==> src/rtl/ps2_key_decoder.sv <==
// Decodes PS/2 set-2 scan-code bytes (E0/F0 prefixes) into key events, tracks the held key,
// counts presses and queues events in a show-ahead FIFO with a valid/ready handshake.
module ps2_key_decoder #(
  parameter int CNT_W            = 8,
  parameter int EV_DEPTH         = 4,
  parameter int TYPEMATIC_FILTER = 1
) (
  input  logic             clk,
  input  logic             rst,
  input  logic             kb_ready,
  input  logic [7:0]       kb_data,
  output logic             kb_nextdata_n,
  output logic             ev_valid,
  output logic [7:0]       ev_code,
  output logic             ev_ext,
  output logic             ev_break,
  input  logic             ev_ready,
  output logic             held,
  output logic [7:0]       held_code,
  output logic             held_ext,
  output logic [CNT_W-1:0] press_cnt,
  input  logic             clr_cnt,
  output logic             ev_overflow
);

  localparam int AW = $clog2(EV_DEPTH);

  typedef enum logic {IDLE, DECODE} state_t;

  state_t           state_q, state_d;
  logic [7:0]       byte_q, byte_d;
  logic             ext_q, ext_d, brk_q, brk_d;
  logic             held_q, held_d;
  logic [7:0]       held_code_q, held_code_d;
  logic             held_ext_q, held_ext_d;
  logic [CNT_W-1:0] cnt_q, cnt_d;
  logic             ovf_q, ovf_d;
  logic [9:0]       mem_q [EV_DEPTH];
  logic [9:0]       mem_d [EV_DEPTH];
  logic [AW:0]      wr_q, wr_d, rd_q, rd_d;

  logic       push, pop, full, empty, key_match;
  logic [9:0] ev_entry, head;

  // Decoder FSM, prefix flags, held-key tracking and press counter.
  always_comb begin
    state_d       = state_q;
    byte_d        = byte_q;
    ext_d         = ext_q;
    brk_d         = brk_q;
    held_d        = held_q;
    held_code_d   = held_code_q;
    held_ext_d    = held_ext_q;
    cnt_d         = cnt_q;
    kb_nextdata_n = 1'b1;
    push          = 1'b0;
    ev_entry      = {byte_q, ext_q, brk_q};
    key_match     = held_q && (held_code_q == byte_q) && (held_ext_q == ext_q);

    if (state_q == IDLE) begin
      if (kb_ready && !rst) begin
        byte_d        = kb_data;
        kb_nextdata_n = 1'b0;
        state_d       = DECODE;
      end
    end else begin
      state_d = IDLE;
      if (byte_q == 8'hE0) begin
        ext_d = 1'b1;
      end else if (byte_q == 8'hF0) begin
        brk_d = 1'b1;
      end else if (byte_q inside {8'h00, 8'hAA, 8'hEE, 8'hFA, 8'hFE, 8'hFF}) begin
        ext_d = 1'b0;
        brk_d = 1'b0;
      end else begin
        ext_d = 1'b0;
        brk_d = 1'b0;
        if (!brk_q) begin
          held_d      = 1'b1;
          held_code_d = byte_q;
          held_ext_d  = ext_q;
          // A repeat of the already-held key is typematic, not a new press.
          if (!((TYPEMATIC_FILTER != 0) && key_match)) begin
            push  = 1'b1;
            cnt_d = cnt_q + 1'b1;
          end
        end else begin
          push = 1'b1;
          if (key_match) held_d = 1'b0;
        end
      end
    end

    if (clr_cnt) cnt_d = '0;
  end

  // Event FIFO: pointers carry one extra wrap bit to tell full from empty.
  always_comb begin
    empty = (wr_q == rd_q);
    full  = (wr_q[AW] != rd_q[AW]) && (wr_q[AW-1:0] == rd_q[AW-1:0]);
    pop   = !empty && ev_ready;
    mem_d = mem_q;
    wr_d  = wr_q;
    rd_d  = rd_q;
    ovf_d = ovf_q;
    if (push) begin
      if (!full || pop) begin
        mem_d[wr_q[AW-1:0]] = ev_entry;
        wr_d = wr_q + 1'b1;
      end else begin
        ovf_d = 1'b1;
      end
    end
    if (pop) rd_d = rd_q + 1'b1;
  end

  always_ff @(posedge clk) begin
    if (rst) begin
      state_q     <= IDLE;
      byte_q      <= '0;
      ext_q       <= 1'b0;
      brk_q       <= 1'b0;
      held_q      <= 1'b0;
      held_code_q <= '0;
      held_ext_q  <= 1'b0;
      cnt_q       <= '0;
      ovf_q       <= 1'b0;
      wr_q        <= '0;
      rd_q        <= '0;
      for (int i = 0; i < EV_DEPTH; i++) mem_q[i] <= '0;
    end else begin
      state_q     <= state_d;
      byte_q      <= byte_d;
      ext_q       <= ext_d;
      brk_q       <= brk_d;
      held_q      <= held_d;
      held_code_q <= held_code_d;
      held_ext_q  <= held_ext_d;
      cnt_q       <= cnt_d;
      ovf_q       <= ovf_d;
      wr_q        <= wr_d;
      rd_q        <= rd_d;
      for (int i = 0; i < EV_DEPTH; i++) mem_q[i] <= mem_d[i];
    end
  end

  assign head        = mem_q[rd_q[AW-1:0]];
  assign ev_valid    = !empty;
  assign ev_code     = ev_valid ? head[9:2] : 8'h00;
  assign ev_ext      = ev_valid & head[1];
  assign ev_break    = ev_valid & head[0];
  assign held        = held_q;
  assign held_code   = held_code_q;
  assign held_ext    = held_ext_q;
  assign press_cnt   = cnt_q;
  assign ev_overflow = ovf_q;

endmodule
==> config.mk <==
export PLATFORM = sky130hd
export DESIGN_NAME = ps2_key_decoder
export DESIGN_NICKNAME = d
export VERILOG_FILES = /design/src/rtl/ps2_key_decoder.sv
export SDC_FILE = /design/constraint.sdc
export NUM_CORES = 1
export LEC_CHECK = 0
export CAP_MARGIN = 20
export CORE_AREA = 2 2 88 90
export DETAILED_ROUTE_END_ITERATION = 6
export DIE_AREA = 0 0 90 92
export GPL_ROUTABILITY_DRIVEN = 0
export PLACE_DENSITY_LB_ADDON = 0.1
export SETUP_SLACK_MARGIN = 0.3
export SLEW_MARGIN = 10
export SYNTH_ARGS = -nofsm -noshare
export SYNTH_HDL_FRONTEND = slang
export SYNTH_SLANG_ARGS = --single-unit
==> constraint.sdc <==
create_clock -name clk -period 2.4 [get_ports clk]
set_clock_uncertainty 0.1 [all_clocks]
set_input_delay 0.72 -clock clk [delete_from_list [all_inputs] [get_ports clk]]
set_output_delay 0.72 -clock clk [all_outputs]
set_load 0.1 [all_outputs]
==> results of run 1 <==
## placed cells by master (no fill, tap or decap), types with 3 or more instances in the layout
cell type	synthesis	final
clkbuf_8	0	12
xnor2_1	14	11
nand2b_1	50	50
and2_4	0	10
dfxtp_2	0	14
ha_1	6	6
nor2_1	23	23
buf_4	4	33
nand4_1	4	4
o21ai_0	11	11
dfxtp_1	76	58
mux2i_1	50	50
a41o_1	3	3
a21oi_1	9	9
buf_12	0	20
clkdlybuf4s50_1	0	10
nand2_1	16	16
a31oi_1	4	4
mux4_2	10	10
buf_6	0	5
inv_1	8	7
a21o_1	3	3
dfxtp_4	0	4
nand3_1	9	8
## stage by stage
stage | hold WS, ns | utilization, % | TNS, ns | power (mW)
detailed placement | 0.362 | 58.7 | -0.262 | 1.81
floorplan | 0.349 | - | -0.179 | 1.68
finish | 0.378 | 64.7 | -0.899 | 3.02
global route | 0.393 | 64.7 | -1.42 | 3.14
CTS | 0.379 | 63.7 | -1.10 | 3.04
global placement | 0.348 | 58.7 | -0.266 | 1.81
## cell families after synthesis
group	Yosys count
buffers and inverters	29
AND/OR/NAND/NOR	131
adder cells (fa/ha/maj)	6
XOR/XNOR	16
multiplexers	61
flip-flops	76
AO/OA/AOI/OAI	35
## power groups by stage
stage	Sequential, mW	Clock, mW	Combinational [mW]
after detailed placement	1.35	0	0.460
after global placement	1.35	0	0.459
after floorplan	1.38	0	0.296
after CTS	1.33	1.16	0.548
after global routing	1.33	1.21	0.599
final	1.33	1.13	0.561
## metal layers
layer / GRT usage [%] / up-vias / routed length [um] / part of all wire (%)
li1: - / 1338 / - / -
met1: 26.7 / 1281 / 3770 / 48
met2: 32.4 / 37 / 3800 / 48
met3: 3.53 / 7 / 220 / 2.8
met4: 7.05 / 0 / 87 / 1.1
met5: 0 / - / 0 / 0
## cells in the mapped netlist
cell type   n
a21oi_2     1
a31oi_1     4
a211oi_4    1
nor4_2      2
nor4_1      3
nand3_1     9
mux2i_1    50
a41o_1      3
inv_1       8
clkbuf_1   12
inv_2       1
nor3_2      1
o21ai_2     1
xor2_1      2
mux2_1      1
buf_4       4
and3_1      2
nor3_1      1
ha_1        6
a21o_1      3
nand4_1     4
and3_4      1
o21a_1      1
or3_1       2
o211ai_1    1
nor3b_1     1
nand2b_1   50
xnor2_1    14
mux4_2     10
o21ai_0    11
or2_2       2
nand2_1    16
buf_2       4
nor2_1     23
nor2b_1     1
and2_1     11
dfxtp_1    76
nand2_2     1
nand3_2     1
a21oi_1     9
## final timing paths
path	depth (start not counted)	endpoint	slack, ns	start
max reg2reg	8	mem_q[14]	0.43	byte_q[2]
min reg2reg	2	mem_q[4]	0.38	mem_q[4]
max	4	ev_code[0]	-0.11	rd_q[0]
min	2	mem_q[4]	0.38	mem_q[4]
## state kept, by name, indices dropped and copies added, names as in the netlist
register and flops:
mem_q 40, held_ext 1, rd_q 3, held 1
held_code 8, ext_q 1, press_cnt 8, brk_q 1
wr_q 3, state_q 1, byte_q 8, ev_overflow 1
## critical path, cell delays in order (launching register included)
cell,delay [ns]
dfxtp_4,0.39
buf_6,0.14
mux4_2,0.51
and2_4,0.16
buf_12,0.16
## layout make-up
cell class,count,area (sq um)
sequential,76,1550
timing repair buffer,70,825
clock inverter,4,70.1
multi-input combinational,249,2040
inverter,9,37.5
fill,652,2630
tap,102,128
clock buffer,12,165
## repair_timing
action | 4_1_cts | 5_1_grt
endpoints found under the setup margin | 68 | 66
endpoints found under the hold margin | 0 | 0
buffers inserted | 6 | 4
cloned | 1 | 0
resized for setup | 23 | 6
pin swaps | 12 | 4
==> impl_metrics.csv, run 1 <==
group,metric,value,unit
logic_synthesis,postSynthAreaPerCell,10.1,sq um
logic_synthesis,synth_simple_gate_area_share,20.6,%
clocking,clk_pin_slew,0.08,ns
floorplanning,start_util,47.9,%
power_and_ir_drop,vdd_ir_drop_max,0.319,mV
floorplanning,io_pins,44,
logic_synthesis,synth.mux.area_fraction,20.7,%
floorplanning,dieArea,8280,sq um
global_route,grt_pass1_vias,2721,
sta,worst_slew_pin_slew,0.604,ns
placement,hpwl,5.09,mm
logic_synthesis,synth-compound-area-share,6.45,%
finish,fin_nets,434,
logic_synthesis,netlist_area,3570,sq um
clocking,cts_num_sinks,76,
routing,wirelength,7.87,mm
power_and_ir_drop,power.share.sequential,44.0,%
clocking,htree_levels,3,
sta,period_needed,2.51,ns
min_path,hold_path.class,"flop to flop",
routing,drc_errors,0,
logic_synthesis,synth_top_family_by_area,"multiplexers",
clocking,clkLatencyLatePin,0.34,ns
floorplanning,rows,32,
global_route,grt_pass1_wl,13.1,mm
finish,diodes,0,
finish,final_cells,522,
logic_synthesis,synth_top_area_share,42.6,%
finish,final_area,4820,sq um
critical_path,cp-start-kind,"flop",
routing,drt-initial-drc-count,97,
routing,drtPass1Iterations,4,
sta,max_freq,0.398,GHz
sta,final_max_slew_viol_count,0,
sta,setup_ws,-0.113,ns
power_and_ir_drop,power_switching,0.809,mW
placement,port_buffers,43,
sta,rsz0062_at_grt,"yes",
logic_synthesis,yosys_warnings,0,
routing,viasPerCell,5.10,
placement,place_inst,495,
global_route,grt_antenna_before_repair,0,
logic_synthesis,synth_top_area_cell,"dfxtp_1",
routing,post_drt_wl_per_cell,15.1,um
floorplanning,die_h,92,um
placement,placed_cell_area,4370,sq um
logic_synthesis,synth_top_cells_by_area,"dfxtp_1, mux2i_1, nand2b_1, mux4_2, xnor2_1",
finish,drive_above_1_share,31.9,%
flow_run,cap_violations,0,
placement,dp_slack,-0.262,ns
logic_synthesis,yosys.cell_types.count,40,
finish,area_growth,35.1,%
clocking,root_buffer,"clkbuf_8",
logic_synthesis,synthCells,354,
clocking,cts_hold_buffers,0,
global_route,grt_max_degree,72,
critical_path,critPathArrivalTime,1.69,ns
logic_synthesis,synth_seq_area_share,42.6,%
floorplanning,core,7450,sq um
power_and_ir_drop,power_density,627,nW/um^2
sta,hold_viol,0,
power_and_ir_drop,leakage,2.08,nW
power_and_ir_drop,p_sw_share,26.8,%
critical_path,cp.required,1.58,ns
status,status,"complete, but fails checks",
power_and_ir_drop,internal-power,2.22,mW
critical_path,path_max_fanout,4,
global_route,overflow,0,
logic_synthesis,synth_xor_area_share,3.93,%
critical_path,worstSetupPathType,"flop to primary output",
sta,maxSlewHeadroom,59.7,%
floorplanning,die_w,90,um
logic_synthesis,ys_seq_elements,76,
routing,routed-via-count,2663,
critical_path,cp-end-kind,"primary output",
power_and_ir_drop,power.combinational.fraction,18.5,%
global_route,grt_usage,19.9,%
sta,setup_violations,10,
routing,antenna_left,0,
logic_synthesis,synth_fp_nets,373,
sta,fin_crit_sh,105,%
clocking,cts_tree,"done",
clocking,cts_buffer_depth,2,
logic_synthesis,yosys.area_share.adder,2.10,%
power_and_ir_drop,power_frac_clock,37.5,%
clocking,cts_made_buffers,9,
status,failed_checks,"negative setup slack",
Note: power is estimated with default switching activity, not from simulation.
==> run 2: changes to the inputs <==
--- a/config.mk
+++ b/config.mk
@@ -8,5 +8,5 @@
 export CAP_MARGIN = 20
-export CORE_AREA = 2 2 88 90
+export CORE_AREA = 2 2 104 106
 export DETAILED_ROUTE_END_ITERATION = 6
-export DIE_AREA = 0 0 90 92
+export DIE_AREA = 0 0 106 108
 export GPL_ROUTABILITY_DRIVEN = 0
--- a/constraint.sdc
+++ b/constraint.sdc
@@ -4,2 +4,2 @@
 set_output_delay 0.72 -clock clk [all_outputs]
-set_load 0.1 [all_outputs]
+set_load 0.05 [all_outputs]
==> run 2 against run 1 <==
The run still ends with negative setup slack left. First-iteration DRC count fell by 5.2%. Sequential share of layout area rose by 0.18 points. Routed wire length rose by 7.8%. Critical path depth did not move. Utilization fell by 18 points. Maximum frequency fell by 0.65%. Clock power fell by 8%. Die area rose by 38%. Setup slack got worse by 0.016 ns. Critical endpoint is now ev_code[4]. Highest routed layer unchanged.
==> impl_metrics.csv, run 2 (synthesized netlist as in run 1, its figures left out) <==
group,metric,value,unit
clocking,clk_pin_slew,0.09,ns
global_route,met2_usage,25.8,%
placement,hpwl,5.40,mm
clocking,cts_buffer_depth,2,
critical_path,critPathArrivalTime,1.71,ns
critical_path,cp-start-kind,"flop",
sta,fin_crit_sh,105,%
global_route,grt_antenna_before_repair,0,
floorplanning,rows,37,
global_route,grt_usage,15.7,%
finish,drive_above_1_share,30.5,%
routing,post_drt_wl_per_cell,15.2,um
routing,drtPass1Iterations,4,
finish,diodes,0,
power_and_ir_drop,vdd_ir_drop_max,0.292,mV
sta,maxSlewHeadroom,67.5,%
global_route,grtUsageMet3,3.92,%
global_route,grt_max_degree,72,
clocking,root_buffer,"clkbuf_8",
sta,whs,0.376,ns
global_route,grt_pass1_wl,13.7,mm
placement,dp_slack,-0.169,ns
finish,area_growth,34.1,%
critical_path,cp.required,1.58,ns
finish,regMostFlops,"mem_q",
clocking,cts_hold_buffers,0,
critical_path,worstSetupPathType,"flop to primary output",
routing,routed-via-count,2631,
placement,placed_cell_area,4300,sq um
placement,port_buffers,43,
finish,fin_nets,437,
finish,final_common_cell,"dfxtp_1",
finish,final_area,4790,sq um
power_and_ir_drop,leakage,2.07,nW
clocking,cts_tree,"done",
floorplanning,core,10200,sq um
status,failed_checks,"negative setup slack",
min_path,hold_path.class,"flop to flop",
routing,antenna_left,0,
sta,final_max_slew_viol_count,0,
sta,rsz0062_at_grt,"yes",
sta,setup_violations,10,
finish,largest_reg_flops,40,
sta,hold_viol,0,
floorplanning,die_w,106,um
routing,wirelength,8.49,mm
critical_path,cp-end-kind,"primary output",
clocking,cts_num_sinks,76,
routing,drc_errors,0,
routing,viasPerCell,4.71,
floorplanning,io_pins,44,
finish,layout_common_cells,"dfxtp_1, nand2b_1, mux2i_1, nor2_1, buf_4",
global_route,overflow,0,
floorplanning,start_util,34.9,%
sta,worst_slew_pin_slew,0.489,ns
global_route,top_usage_layer,"met2",
power_and_ir_drop,power_density,600,nW/um^2
sta,max_freq,0.395,GHz
sta,period_needed,2.53,ns
status,status,"complete, but fails checks",
sta,setup_ws,-0.130,ns
clocking,htree_levels,3,
global_route,grt_pass1_vias,2644,
floorplanning,dieArea,11400,sq um
critical_path,path_max_fanout,6,
global_route,use_met1,20.3,%
flow_run,cap_violations,0,
floorplanning,die_h,108,um
clocking,cts_made_buffers,9,
clocking,clkLatencyLatePin,0.36,ns
routing,drt-initial-drc-count,92,
-- run 2: final cells by class --
type | instances | area, sq um
fillers | 971 | 5450
flip-flops and latches | 76 | 1550
inverters | 9 | 41.3
clock inverters | 6 | 71.3
repair buffers | 73 | 786
well taps | 136 | 170
multi-input cells | 249 | 2030
clock buffers | 10 | 138
-- run 2: per-stage QoR --
step           total power, mW  setup TNS [ns]  util, %  std cells
6_report                  2.87           -1.04     46.8        559
5_1_grt                   3.02           -1.68     46.8        559
4_1_cts                   2.88           -1.37     45.7        554
3_5_place_dp              1.77          -0.169     42.0        530
3_3_place_gp              1.76          -0.168     42.0        530
2_1_floorplan             1.62               0        -        354
-- run 2: worst max-delay path, cell delays in order (launching register included) --
cell and delay [ns]:
dfxtp_4 0.38, buf_12 0.13, mux4_2 0.53, and2_4 0.16
buf_8 0.14
-- run 2: path summary, 6_finish.rpt --
check | start | end | slack [ns] | cells past startpoint
setup / recovery | rd_q[0] | ev_code[4] | -0.13 | 4
hold / removal | mem_q[1] | mem_q[1] | 0.38 | 2
setup reg to reg | byte_q[6] | mem_q[38] | 0.40 | 9
hold reg to reg | mem_q[1] | mem_q[1] | 0.38 | 2
-- run 2: power by group --
| group | switching (mW) | internal [mW] | leakage [nW] |
|---|---|---|---|
| Combinational | 0.249 | 0.255 | 1.34 |
| Sequential | 0.0403 | 1.29 | 0.622 |
| Clock | 0.518 | 0.518 | 0.0995 |
-- run 2: what timing repair did --
action                                  4_1_cts  5_1_grt
endpoints found under the setup margin       80       72
gates resized for setup                      63       31
gates cloned                                  1        1
setup buffers                                 7        4
pin swaps                                     6        8
-- run 2: metal layers --
metal / wire length [um] / vias up
met2: 3990 / 42
met4: 99 / 0
met5: 0 / -
met3: 301 / 9
li1: - / 1346
met1: 4090 / 1234
==> patch 1, RTL diff (settings of run 2) <==
The parameter `CNT_W` goes from 8 to 10.
--- a/src/rtl/ps2_key_decoder.sv
+++ b/src/rtl/ps2_key_decoder.sv
@@ -3,3 +3,3 @@
 module ps2_key_decoder #(
-  parameter int CNT_W            = 8,
+  parameter int CNT_W            = 10,
   parameter int EV_DEPTH         = 4,
Ports: changed (resized press_cnt); port bits go from 44 to 46. No check against the original RTL was run, so the function may have changed too.
==> patch 1 against run 2 <==
- the run still ends with setup timing left
- largest cell class unchanged
- synthesized area grew 4.0%
- sequential cell count grew 2
- total power grew 9.1%
- design area grew 7.2%
- worst setup slack gained 0.0035 ns
- via count grew 11%
- wire length grew 8.3%
- hold slack is essentially flat
- non-clock buffer count grew 8
==> patch 1: results (changes against run 2) <==
first-pass GRT wire length 14,600 um (+6.7%); R2R depth 10 (+1); mux contribution to synthesized area 0.179 (-0.0271); DP Area 4480 um^2 (+4.3%); dpl ws -0.184 ns (-0.0147 ns); GR Layer Usage met2 0.254 (-0.00369); # placed instances 561 (+5.8%); Hold Crit Start mem_q[12]$_SDFFE_PP0P_; hpwl dp 5970 um (+10%); DRT iter0 DRCs 73 (-21%); vias per cell 4.90 (+4.2%); drt pass-1 iters 6 (+2); port bufs 45 (+4.7%); Post-Syn Instances 375 (+5.9%); GRT met3 Usage 0.0301 (-0.00904); switching pwr 0.845 mW (+4.7%); met3 wire length 310 um (+3.0%); VDD IR-drop max 0.443 mV (+52%); wire length on met1 4570 um (+12%); clock share of power 0.379 (+0.018); final setup vio count 11 (+1); sequential share of the synthesized area 0.421 (-0.00546); Synth-to-Final Area Change 38.2%; met2 routed WL 4210 um (+5.5%); layout net count 471 (+7.8%); Final TNS setup -1.16 ns (-0.116 ns); Post-synth top cells dfxtp_1, nand2b_1, mux2i_1; critical-path maximum fanout 7 (+1); Comb power frac 0.187 (+0.012); Min Hold Slack 0.376 ns (+0.000207 ns); status complete, but fails checks; syn_nets 394 (+5.6%); top cells by area, synth dfxtp_1, mux2i_1, nand2b_1, mux4_2, xnor2_1; Yosys cell types 43 (+7.5%); pin count of the biggest net entering global routing 43 (-40%); Non-Filler Instances 593 (+6.1%); setup ws final -0.126 ns (+0.00348 ns); Worst Tran Pin Value 0.519 ns (+0.0301 ns); total global-route track usage 0.164 (+0.00690); Filler cells 951 (-2.1%); failing checks setup timing; Post-Synth XOR/XNOR Area 0.0425 (+0.00323); Sw Share 0.270 (-0.0112); share of cells above drive strength 1 0.317 (+0.0123); Avg WL per Cell 15.5 um (+2.1%); r2r endpoint mem_q[16]$_SDFFE_PP0P_; vias in the first global route 2,791 (+5.6%)
[patch 1: cell types whose count changed in the layout (fill, tap and decap cells not counted), sizes merged, moves of 4 or more]
cell	run 2	this run
o21ai	12	19
a21oi	10	17
and2	11	2
nor2b	1	11
nor2	23	19
mux2i	50	44
nand3	10	5
nand2	17	32
buf	46	50
dlygate4sd2	4	8
[patch 1: repair_timing]
item                       4_1_cts  5_1_grt
setup endpoints to repair       94       80
gates cloned                     1        3
resized for setup               58       43
setup buffers                    3        9
pin swaps                        8       11
[patch 1: worst max-delay path, cell delays in order, from the launching register on]
cell and delay, ns:
dfxtp_4 0.38, buf_12 0.14, mux4_2 0.51, nor2b_2 0.17, buf_6 0.15
[patch 1: layout make-up]
| cell class | instances | share of cell area |
|---|---|---|
| timing repair buffer | 81 | 0.162 |
| multi-input combinational | 273 | 0.441 |
| tap | 136 | 0.0332 |
| clock inverter | 7 | 0.0220 |
| sequential | 78 | 0.309 |
| inverter | 9 | 0.00805 |
| clock buffer | 9 | 0.0242 |
==> patch 2, RTL diff (flow settings as in run 2) <==
Made on the original files. Reset style: asynchronous (`rst`), changed in one clocked block.
--- a/src/rtl/ps2_key_decoder.sv
+++ b/src/rtl/ps2_key_decoder.sv
@@ -116,3 +116,3 @@
 
-  always_ff @(posedge clk) begin
+  always_ff @(posedge clk or posedge rst) begin
     if (rst) begin
Check against the original RTL: differs if rst is asserted again (counterexample within 4 cycles, from zero or initial values and one cycle with rst high); with rst held inactive, the same outputs for 4 cycles.
==> patch 2 against run 2 <==
- the flow still finishes with violations (setup timing)
- synthesized area increased by 6.3%
- wire length increased by 6.7%
- worst setup slack got worse by 0.12 ns
- count of clock-buffer cells in the layout increased by 1
- design area increased by 18%
- global-route usage increased by 1.8 points
- via count decreased by 0.91%
- core utilization increased by 8.6 points
- sequential cell count unchanged
- register-to-register slack got worse by 0.49 ns
- synthesized cell count decreased by 20%
- hold slack got worse by 0.011 ns
- critical path type unchanged
- largest cell class unchanged
Power is not compared: it rests on default switching activity, and its combinational part moved more than twofold at a synthesized area within 25%.
==> patch 2: results (changes against run 2) <==
ANT cells 0 (unchanged); via count 2,607 (-0.91%); final setup vio count 34 (+24); hpwl dp 5430 um (+0.38%); wire length on met1 4580 um (+12%); Final TNS setup -3.46 ns (-2.42 ns); failing checks setup timing; first-pass GRT wire length 15,000 um (+9.9%); met2 routed WL 4100 um (+2.6%); largest register by flop count mem_q; Slowest cell on crit path mux4_2; Worst-Skew Late Latency between 0.3 and 0.4 ns; Yosys cell types 42 (+5.0%); Synth warnings 0 (unchanged); Worst EP arrival 1.83 ns (+0.12 ns); pin count of the biggest net entering global routing 77 (+6.9%); vias per cell 4.96 (+5.3%); Post-synth top cells dfrtp_1, mux2_2, nor2b_1; status complete, but fails checks; root buffer cell clkbuf_8; syn_nets 301 (-19%); top cells by area, synth dfrtp_1, mux2_2, mux4_2, mux2_4, xnor2_1; Main synth FF type dfrtp_1; vias in the first global route 2,674 (+1.1%); DRT iter0 DRCs 102 (+11%); crit-path leading delay family multiplexers; Reg clk slew, reported paths roughly 0.08 ns; met3 wire length 233 um (-23%); port bufs 43 (unchanged); critical-path maximum fanout 6 (unchanged); DP Area 4780 um^2 (+11%); sequential share of the synthesized area 0.501 (+0.0751); dpl ws -0.182 ns (-0.0129 ns); Syn Area/Cell 13.4 um^2 (+33%); ys async rst share 1.00 (+1.00); Final Routed Wirelength 9060 um (+6.7%); HP Class reg2reg; # placed instances 478 (-9.8%); total global-route track usage 0.175 (+0.0184); layout net count 404 (-7.6%); Worst Tran Pin Value 0.478 ns (-0.0114 ns); CP max stage delay ~0.52 ns; drt pass-1 iters 5 (+1); share of cells above drive strength 1 0.605 (+0.300); CTS buffer count 9 (unchanged); setup ws final -0.248 ns (-0.118 ns)
-- patch 2: changes by cell type in the layout (fill, tap and decap cells not counted), sizes merged, moves of 11 or more --
cell,change
buf,+35
dfrtp,+76
dfxtp,-76
mux2,+63
mux2i,-50
nand2,-11
nand2b,-50
nor2b,+15
-- patch 2: repair_timing --
action	in CTS	in global routing
pin swaps	17	6
endpoints found under the setup margin	88	86
cloned	7	0
gates resized for setup	115	27
setup buffers	19	6
-- patch 2: path summary, 6_finish.rpt --
kind / start / to / slack [ns] / depth (start not counted)
min in group asynchronous: rst / held_code[3]$_DFFE_PP0P_ / 0.47 / 4
setup / recovery: rd_q[0]$_DFFE_PP0P_ / ev_ext / -0.25 / 5
max in group asynchronous: rst / rd_q[0]$_DFFE_PP0P_ / 1.36 / 4
hold reg to reg: ev_overflow$_DFFE_PP0P_ / ev_overflow$_DFFE_PP0P_ / 0.37 / 2
setup reg to reg: byte_q[2]$_DFFE_PP0P_ / mem_q[0]$_DFFE_PP0P_ / -0.09 / 10
hold / removal: ev_overflow$_DFFE_PP0P_ / ev_overflow$_DFFE_PP0P_ / 0.37 / 2
-- patch 2: power by group --
group          leakage (nW)  internal [mW]  switching, mW
Sequential            0.923           1.77          0.351
Clock                 0.104          0.592          0.499
Combinational          1.39           2.28           2.21
Total                  2.42           4.64           3.06
-- patch 2: area by class of cell --
type	instances	area [um^2]
timing repair buffer	107	1170
sequential	76	1920
clock buffer	11	131
inverter	12	55.1
multi-input combinational	179	2140
clock inverter	5	85.1
tap	136	170
fill	866	4560
-- patch 2: logic make-up (layout without fill, tap and decap cells) --
| logic type | after synthesis | after routing | synth area share |
|---|---|---|---|
| DFF | 76 | 76 | 0.501 |
| xor gates and xnor gates | 17 | 17 | 0.0393 |
| buffers and inverters | 28 | 135 | 0.0350 |
| and+or+nand+nor | 65 | 66 | 0.106 |
| muxes | 74 | 74 | 0.258 |
| AOI/OAI and AO/OA | 16 | 16 | 0.0399 |
| adders and majority gates | 6 | 6 | 0.0198 |
-- patch 2: routing by layer --
layer  track usage  vias to the layer above
met5             0                        -
met4        0.0705                        0
met3        0.0332                       12
met2         0.251                       44
met1         0.261                     1335
li1              -                     1216
-- patch 2: tightest hold or removal path, stage by stage (launching register included) --
cell,delay [ns]
dfrtp_1,0.34
inv_1,0.05
o31ai_2,0.04
